[config.mk]
export PLATFORM = sky130hd
export DESIGN_NAME = popcount_arbiter
export DESIGN_NICKNAME = d
export VERILOG_FILES = /design/src/rtl/popcount_arbiter.sv
export SDC_FILE = /design/constraint.sdc
export NUM_CORES = 1
export LEC_CHECK = 0
export CAP_MARGIN = 20
export CORE_ASPECT_RATIO = 1.5
export CORE_MARGIN = 5
export CORE_UTILIZATION = 44
export DETAILED_ROUTE_END_ITERATION = 16
export GPL_ROUTABILITY_DRIVEN = 0
export MAX_ROUTING_LAYER = met4
export PLACE_DENSITY = 0.75
export SLEW_MARGIN = 15
export SYNTH_ARGS = -nofsm -noshare
export SYNTH_HDL_FRONTEND = slang
export SYNTH_SLANG_ARGS = --single-unit
[constraint.sdc]
create_clock -name clock -period 1.6 [get_ports clock]
set_input_delay 0.4 -clock clock [delete_from_list [all_inputs] [get_ports clock]]
set_output_delay 0.4 -clock clock [all_outputs]
set_load 0.005 [all_outputs]
[src/rtl/popcount_arbiter.sv]
// -----------------------------------------------------------------------------
// popcount_arbiter
//
// Two-requester round-robin front end wrapped around one shared
// shift-register / ones-counter datapath. A winner is chosen in IDLE, its
// operand is latched in LOAD, SHIFT strips one bit per cycle and stops as
// soon as the register holds no more set bits, and DONE returns the count
// with a one-cycle pulse to the requester that was served.
//
// Parameters
//   N       operand width (N >= 2)
//   CW      result width; must be able to hold the value N
//
// Ports
//   clock   rising-edge clock for all state
//   reset   synchronous, active-high; abandons any operation in progress
//   req     per-requester level request, bit i belongs to requester i
//   d0, d1  operands of requester 0 and 1, sampled in the gnt cycle
//   gnt     one-hot grant, high only in the LOAD cycle
//   busy    high in LOAD, SHIFT and DONE
//   done    one-hot completion pulse, high only in the DONE cycle
//   result  popcount of the last served operand, held until the next DONE
//   last    index of the most recently granted requester
// -----------------------------------------------------------------------------
module popcount_arbiter #(
    parameter int N  = 8,
    parameter int CW = $clog2(N + 1)
) (
    input  logic          clock,
    input  logic          reset,
    input  logic [1:0]    req,
    input  logic [N-1:0]  d0,
    input  logic [N-1:0]  d1,
    output logic [1:0]    gnt,
    output logic          busy,
    output logic [1:0]    done,
    output logic [CW-1:0] result,
    output logic          last
);

    typedef enum logic [1:0] {
        IDLE  = 2'd0,
        LOAD  = 2'd1,
        SHIFT = 2'd2,
        DONE  = 2'd3
    } state_t;

    state_t        state;
    state_t        state_nxt;

    logic [N-1:0]  sreg;
    logic [CW-1:0] count;

    logic          grant_valid;
    logic          grant_idx;
    logic [N-1:0]  operand;
    logic          sreg_empty;

    // -------------------------------------------------------------------------
    // Arbitration. Only meaningful in IDLE. A lone request wins outright; when
    // both are asserted the requester that was not served last time wins,
    // which makes service alternate while both stay high.
    // -------------------------------------------------------------------------
    always_comb begin
        // NOTE: every combinational output gets a default before the case so
        // no path leaves it unassigned, which would otherwise infer a latch.
        grant_valid = 1'b0;
        grant_idx   = last;
        case (req)
            2'b01: begin
                grant_valid = 1'b1;
                grant_idx   = 1'b0;
            end
            2'b10: begin
                grant_valid = 1'b1;
                grant_idx   = 1'b1;
            end
            2'b11: begin
                grant_valid = 1'b1;
                grant_idx   = ~last;
            end
            default: ;
        endcase
    end

    // last already names the winner from the LOAD cycle onward, so it doubles
    // as the operand select and as the index for gnt and done.
    assign operand    = last ? d1 : d0;
    assign sreg_empty = (sreg == '0);

    // -------------------------------------------------------------------------
    // State register.
    // -------------------------------------------------------------------------
    always_ff @(posedge clock) begin
        // NOTE: sequential state uses non-blocking assignments so every
        // register samples the pre-edge values of the others.
        if (reset) begin
            state <= IDLE;
        end else begin
            state <= state_nxt;
        end
    end

    // -------------------------------------------------------------------------
    // Next-state logic.
    // -------------------------------------------------------------------------
    always_comb begin
        state_nxt = state;
        case (state)
            IDLE: begin
                if (grant_valid) begin
                    state_nxt = LOAD;
                end
            end
            LOAD: begin
                state_nxt = SHIFT;
            end
            SHIFT: begin
                // Early termination: once no set bits remain, the count is
                // final regardless of how many bit positions are left.
                if (sreg_empty) begin
                    state_nxt = DONE;
                end
            end
            DONE: begin
                state_nxt = IDLE;
            end
            default: begin
                state_nxt = IDLE;
            end
        endcase
    end

    // -------------------------------------------------------------------------
    // Moore outputs decoded from the state. gnt and done live in different
    // states, so they can never overlap, and each has exactly one bit set.
    // -------------------------------------------------------------------------
    always_comb begin
        gnt  = 2'b00;
        done = 2'b00;
        busy = 1'b0;
        case (state)
            LOAD: begin
                gnt[last] = 1'b1;
                busy      = 1'b1;
            end
            SHIFT: begin
                busy = 1'b1;
            end
            DONE: begin
                done[last] = 1'b1;
                busy       = 1'b1;
            end
            default: ;
        endcase
    end

    // -------------------------------------------------------------------------
    // Arbitration memory and datapath. Reset puts last at 1 so requester 0
    // holds first priority, and clears the datapath so an abandoned operation
    // leaves nothing behind.
    // -------------------------------------------------------------------------
    always_ff @(posedge clock) begin
        if (reset) begin
            last   <= 1'b1;
            sreg   <= '0;
            count  <= '0;
            result <= '0;
        end else begin
            case (state)
                IDLE: begin
                    if (grant_valid) begin
                        last <= grant_idx;
                    end
                end
                LOAD: begin
                    sreg  <= operand;
                    count <= '0;
                end
                SHIFT: begin
                    if (sreg_empty) begin
                        // Publish on the SHIFT->DONE edge so result is valid
                        // in the same cycle as the done pulse.
                        result <= count;
                    end else begin
                        // count stays <= N, and CW holds N, so no overflow.
                        count <= count + {{(CW-1){1'b0}}, sreg[0]};
                        sreg  <= sreg >> 1;
                    end
                end
                default: ;
            endcase
        end
    end

endmodule

==> results.txt <==
----------------------------------------------------
[Global routing]
  Total grt overflow ... 0
  Largest net degree at the start of global routing ... 18
  Via count of the first global-routing pass ... 1291
  Antenna violations before repair ... 0
  Overall fraction of global-route tracks in use ... 0.193
  Global-route wire length before repair ... 5590 um

[Worst setup path]
  Delay of the slowest cell on the worst path ... 370 ps
  Crit Path Max Fanout ... 3
  List of cells traversed by the critical path ... buf_6 > ha_4 > and2_4 > buf_2
  Cell type group with the largest total delay on the critical path ... flip-flops
  WS Path Type ... register to output pin
  Crit path launch type ... register
  Required time reported for the critical path endpoint ... ~1200 ps
  Buf/Inv on CP ... 2
  Worst-path cell with the longest stage delay ... sky130_fd_sc_hd__dfxtp_4
  Arr. time, crit path ... approximately 1200 ps
  CP endpoint kind ... output pin

[Die]
  Number of top-level design ports ... 30
  Horizontal extent of the die ... 52.8 um
  Effective utilization at floorplan ... 0.457
  Count of standard-cell rows ... 23
  Die footprint ... 3920 sq um
  Area of the placeable core ... around 2600 sq um
  Die Ht ... 74.2 um

[Pwr]
  VDD IR-drop max ... 1010 uV
  Psw ... about 1100 uW
  Sequential Power Share ... 0.290
  Internal power of the cells ... 1590 uW
  Leakage power ... 0.000737 uW
  Cell area power density ... 1540 nW/um^2
  Clock power frac ... 0.123
  Share of power burned in combinational logic ... 0.587
  Switching part of the total power ... 0.417

[Route]
  DRC Markers ... 0
  Routed wire length ... 3330 um
  Total number of vias ... ~1300
  Detail-routed via count per cell ... approximately 6.0
  Wire per inst ... 15.9 um
  Drt first-iter violations ... 18
  Post-route antenna net violation count ... 0
  First-pass DRT Iterations ... 5

[Finish]
  Synthesis-to-layout area growth ... 45.8%
  Final core utilization ... 0.665
  Sequential Area ... 392 sq um
  Fillers ... ~230
  Fraction of final layout cells sized beyond drive strength 1 ... 0.341
  Number of cells in the finished layout apart from fillers ... 210
  Area of the multi-input gates ... 807 sq um
  Total number of nets in the final design ... approximately 200
  Number of antenna diodes ... 0

[Logic synthesis]
  Warnings from Yosys ... 0
  Dominant combinational cell family by area after synthesis ... compound AO/OA/AOI/OAI gates
  Cell types occupying the most area after synthesis ... sky130_fd_sc_hd__dfxtp_1, sky130_fd_sc_hd__a31o_2, sky130_fd_sc_hd__ha_1
  Most used standard cells in the synthesized netlist ... sky130_fd_sc_hd__dfxtp_1, sky130_fd_sc_hd__a31o_2, sky130_fd_sc_hd__a211oi_1, sky130_fd_sc_hd__nor2_1, sky130_fd_sc_hd__mux2i_1
  Synthesized-area fraction occupied by ao, oa, aoi and oai cells ... 0.257
  Most common cell in the netlist ... sky130_fd_sc_hd__dfxtp_1
  Number of enable flip-flop cells after synthesis ... 0
  Top-area cell type share of the netlist area ... 0.315
  Share of flip-flops with an asynchronous set or reset after synthesis ... 0
  Mapped Cells ... 130
  Share of synthesized area spent on multiplexers ... 0.0787
  XOR/XNOR Fraction of Synth Area ... 0
  Simple-gate share of the synthesized area ... 0.217
  Net Count, Synth ... 157
  Register bit count reported by yosys ... 19
  Cell area after synthesis ... 1210 sq um
  Post-Synth Adder-Cell Area ... 0.0725
  Distinct cell type count of the synthesized netlist ... 37
  Post-Synthesis Mean Instance Area ... 9.30 sq um
  Post-synthesis cell type with the largest combined area ... sky130_fd_sc_hd__dfxtp_1
  Sequential cell area fraction in the yosys report ... 0.315
  Most used flip-flop cell after synthesis ... sky130_fd_sc_hd__dfxtp_1

[Timing]
  Final clock period utilization by the worst path ... 0.984
  Final setup violating endpoints ... 0
  Number of max-slew violations in the final report ... 0
  Slew at the pin closest to its max-slew limit ... 314 ps
  Post-Route Skew ... 1.98 ps
  Max-slew headroom at the worst pin ... 0.788
  Unrepaired setup endpoints after global routing ... yes
  Post-route minimum period ... 1570 ps
  Timing-limited maximum frequency ... 635 MHz
  Final Hold Vio Count ... 0

[Place]
  Placed Cells ... 204
  Post-detail-place hpwl ... roughly 2400 um
  Port bufs ... 29

[CTS]
  TritonCTS Buffers ... 3
  Clock root cell ... sky130_fd_sc_hd__clkbuf_8
  Count of H-tree levels built during CTS ... 1
  Clock sinks ... 19
  Later-pin clock latency in the skew report ... 260 ps
  Number of hold-repair buffers added at the cts stage ... 0
  Clock tree buffer depth ... 2
  TritonCTS clock tree ... built
  CTS clock-pin slew for the worst setup and hold paths ... 70 ps

[Worst hold path]
  Hold WC Path Type ... register to register

[Status]
  Result of the run ... complete, no violations

[Run]
  Max-Cap Viols ... 0

----------------------------------------------------
[final cells by class]
type | instances | area share
multi-input cells | 93 | 0.458
clock buffers | 3 | 0.0234
clock inverters | 1 | 0.00284
repair buffers | 49 | 0.246
inverters | 8 | 0.0213
well taps | 37 | 0.0263
flip-flops and latches | 19 | 0.222
[logic make-up after synthesis]
kind of cell | after synthesis
buffers and inverters | 18
AO/OA/AOI/OAI | 37
flip-flops | 19
AND/OR/NAND/NOR | 40
adder cells (fa/ha/maj) | 7
multiplexers | 9
[power groups by stage]
stage          Clock (uW)  Sequential, uW  Combinational, uW
6_report              334             788               1600
5_1_grt               364             802               1720
4_1_cts               341             764               1500
3_5_place_dp            0             761               1430
3_3_place_gp            0             752               1390
2_1_floorplan           0             723                900
[registers in the layout, summed over array words and instances, names as in the netlist]
register  cells
last          1
count         4
result        4
sreg          8
state         2
[worst reg2reg max path: cells and delay by family (launching register included)]
family | cells | cell delay (ps)
adders and majority gates | 1 | 150
DFF | 1 | 370
buffers and inverters | 1 | 90
and+or+nand+nor | 1 | 390
muxes | 1 | 310
AOI/OAI and AO/OA | 1 | 170
[path summary, 6_finish.rpt]
check	from	slack, ps	end	depth (start not counted)
max	state[0]$_SDFFE_PP0P_	30	gnt[1]	4
min	count[0]$_SDFFE_PP0P_	560	result[0]$_SDFFE_PP0P_	1
max reg2reg	state[1]$_SDFFE_PP0P_	40	state[0]$_SDFFE_PP0P_	5
min reg2reg	count[0]$_SDFFE_PP0P_	560	result[0]$_SDFFE_PP0P_	1
[layout by cell type (no fill, tap or decap), types with 2 or more instances in the layout]
master                            count
sky130_fd_sc_hd__a211oi_1            10
sky130_fd_sc_hd__a311o_2              2
sky130_fd_sc_hd__a311oi_1             4
sky130_fd_sc_hd__a31o_2              11
sky130_fd_sc_hd__and3_1               3
sky130_fd_sc_hd__buf_2                4
sky130_fd_sc_hd__buf_4               17
sky130_fd_sc_hd__buf_6                3
sky130_fd_sc_hd__clkbuf_8             3
sky130_fd_sc_hd__clkdlybuf4s50_1     23
sky130_fd_sc_hd__dfxtp_1             16
sky130_fd_sc_hd__dfxtp_4              3
sky130_fd_sc_hd__ha_1                 3
sky130_fd_sc_hd__ha_4                 3
sky130_fd_sc_hd__inv_1                5
sky130_fd_sc_hd__mux2i_1              8
sky130_fd_sc_hd__nand2_1              7
sky130_fd_sc_hd__nor2_1              10
sky130_fd_sc_hd__nor2b_1              3
sky130_fd_sc_hd__nor4_1               2
sky130_fd_sc_hd__nor4_4               2
sky130_fd_sc_hd__o2111ai_1            2
sky130_fd_sc_hd__o21ai_0              2
[metal layers]
layer	GRT usage	up-vias	routed length (um)
met1	0.189	607	1260
met5	-	-	0
met3	0.0261	20	151
li1	-	589	-
met2	0.362	49	1790
met4	0.0909	0	138
[metrics by stage]
step	cell area (sq um)	setup TNS, ps	hold WS (ps)	total power [uW]	worst slack (ps)
final	1760	0	560	2720	25.4
after global routing	1760	-12.7	574	2880	-9.78
after CTS	1700	-18.0	561	2600	-18.0
after detailed placement	1640	-2050	539	2200	-249
after global placement	1640	-1350	532	2140	-220
after floorplan	1210	-5.03	500	1620	-5.03
[timing repair]
action / 4_1_cts / 5_1_grt
buffers inserted: 1 / 1
setup endpoints to repair: 15 / 7
gates resized for setup: 29 / 12
pin swaps: 0 / 2
No activity file was read; power rests on OpenSTA's default activity.
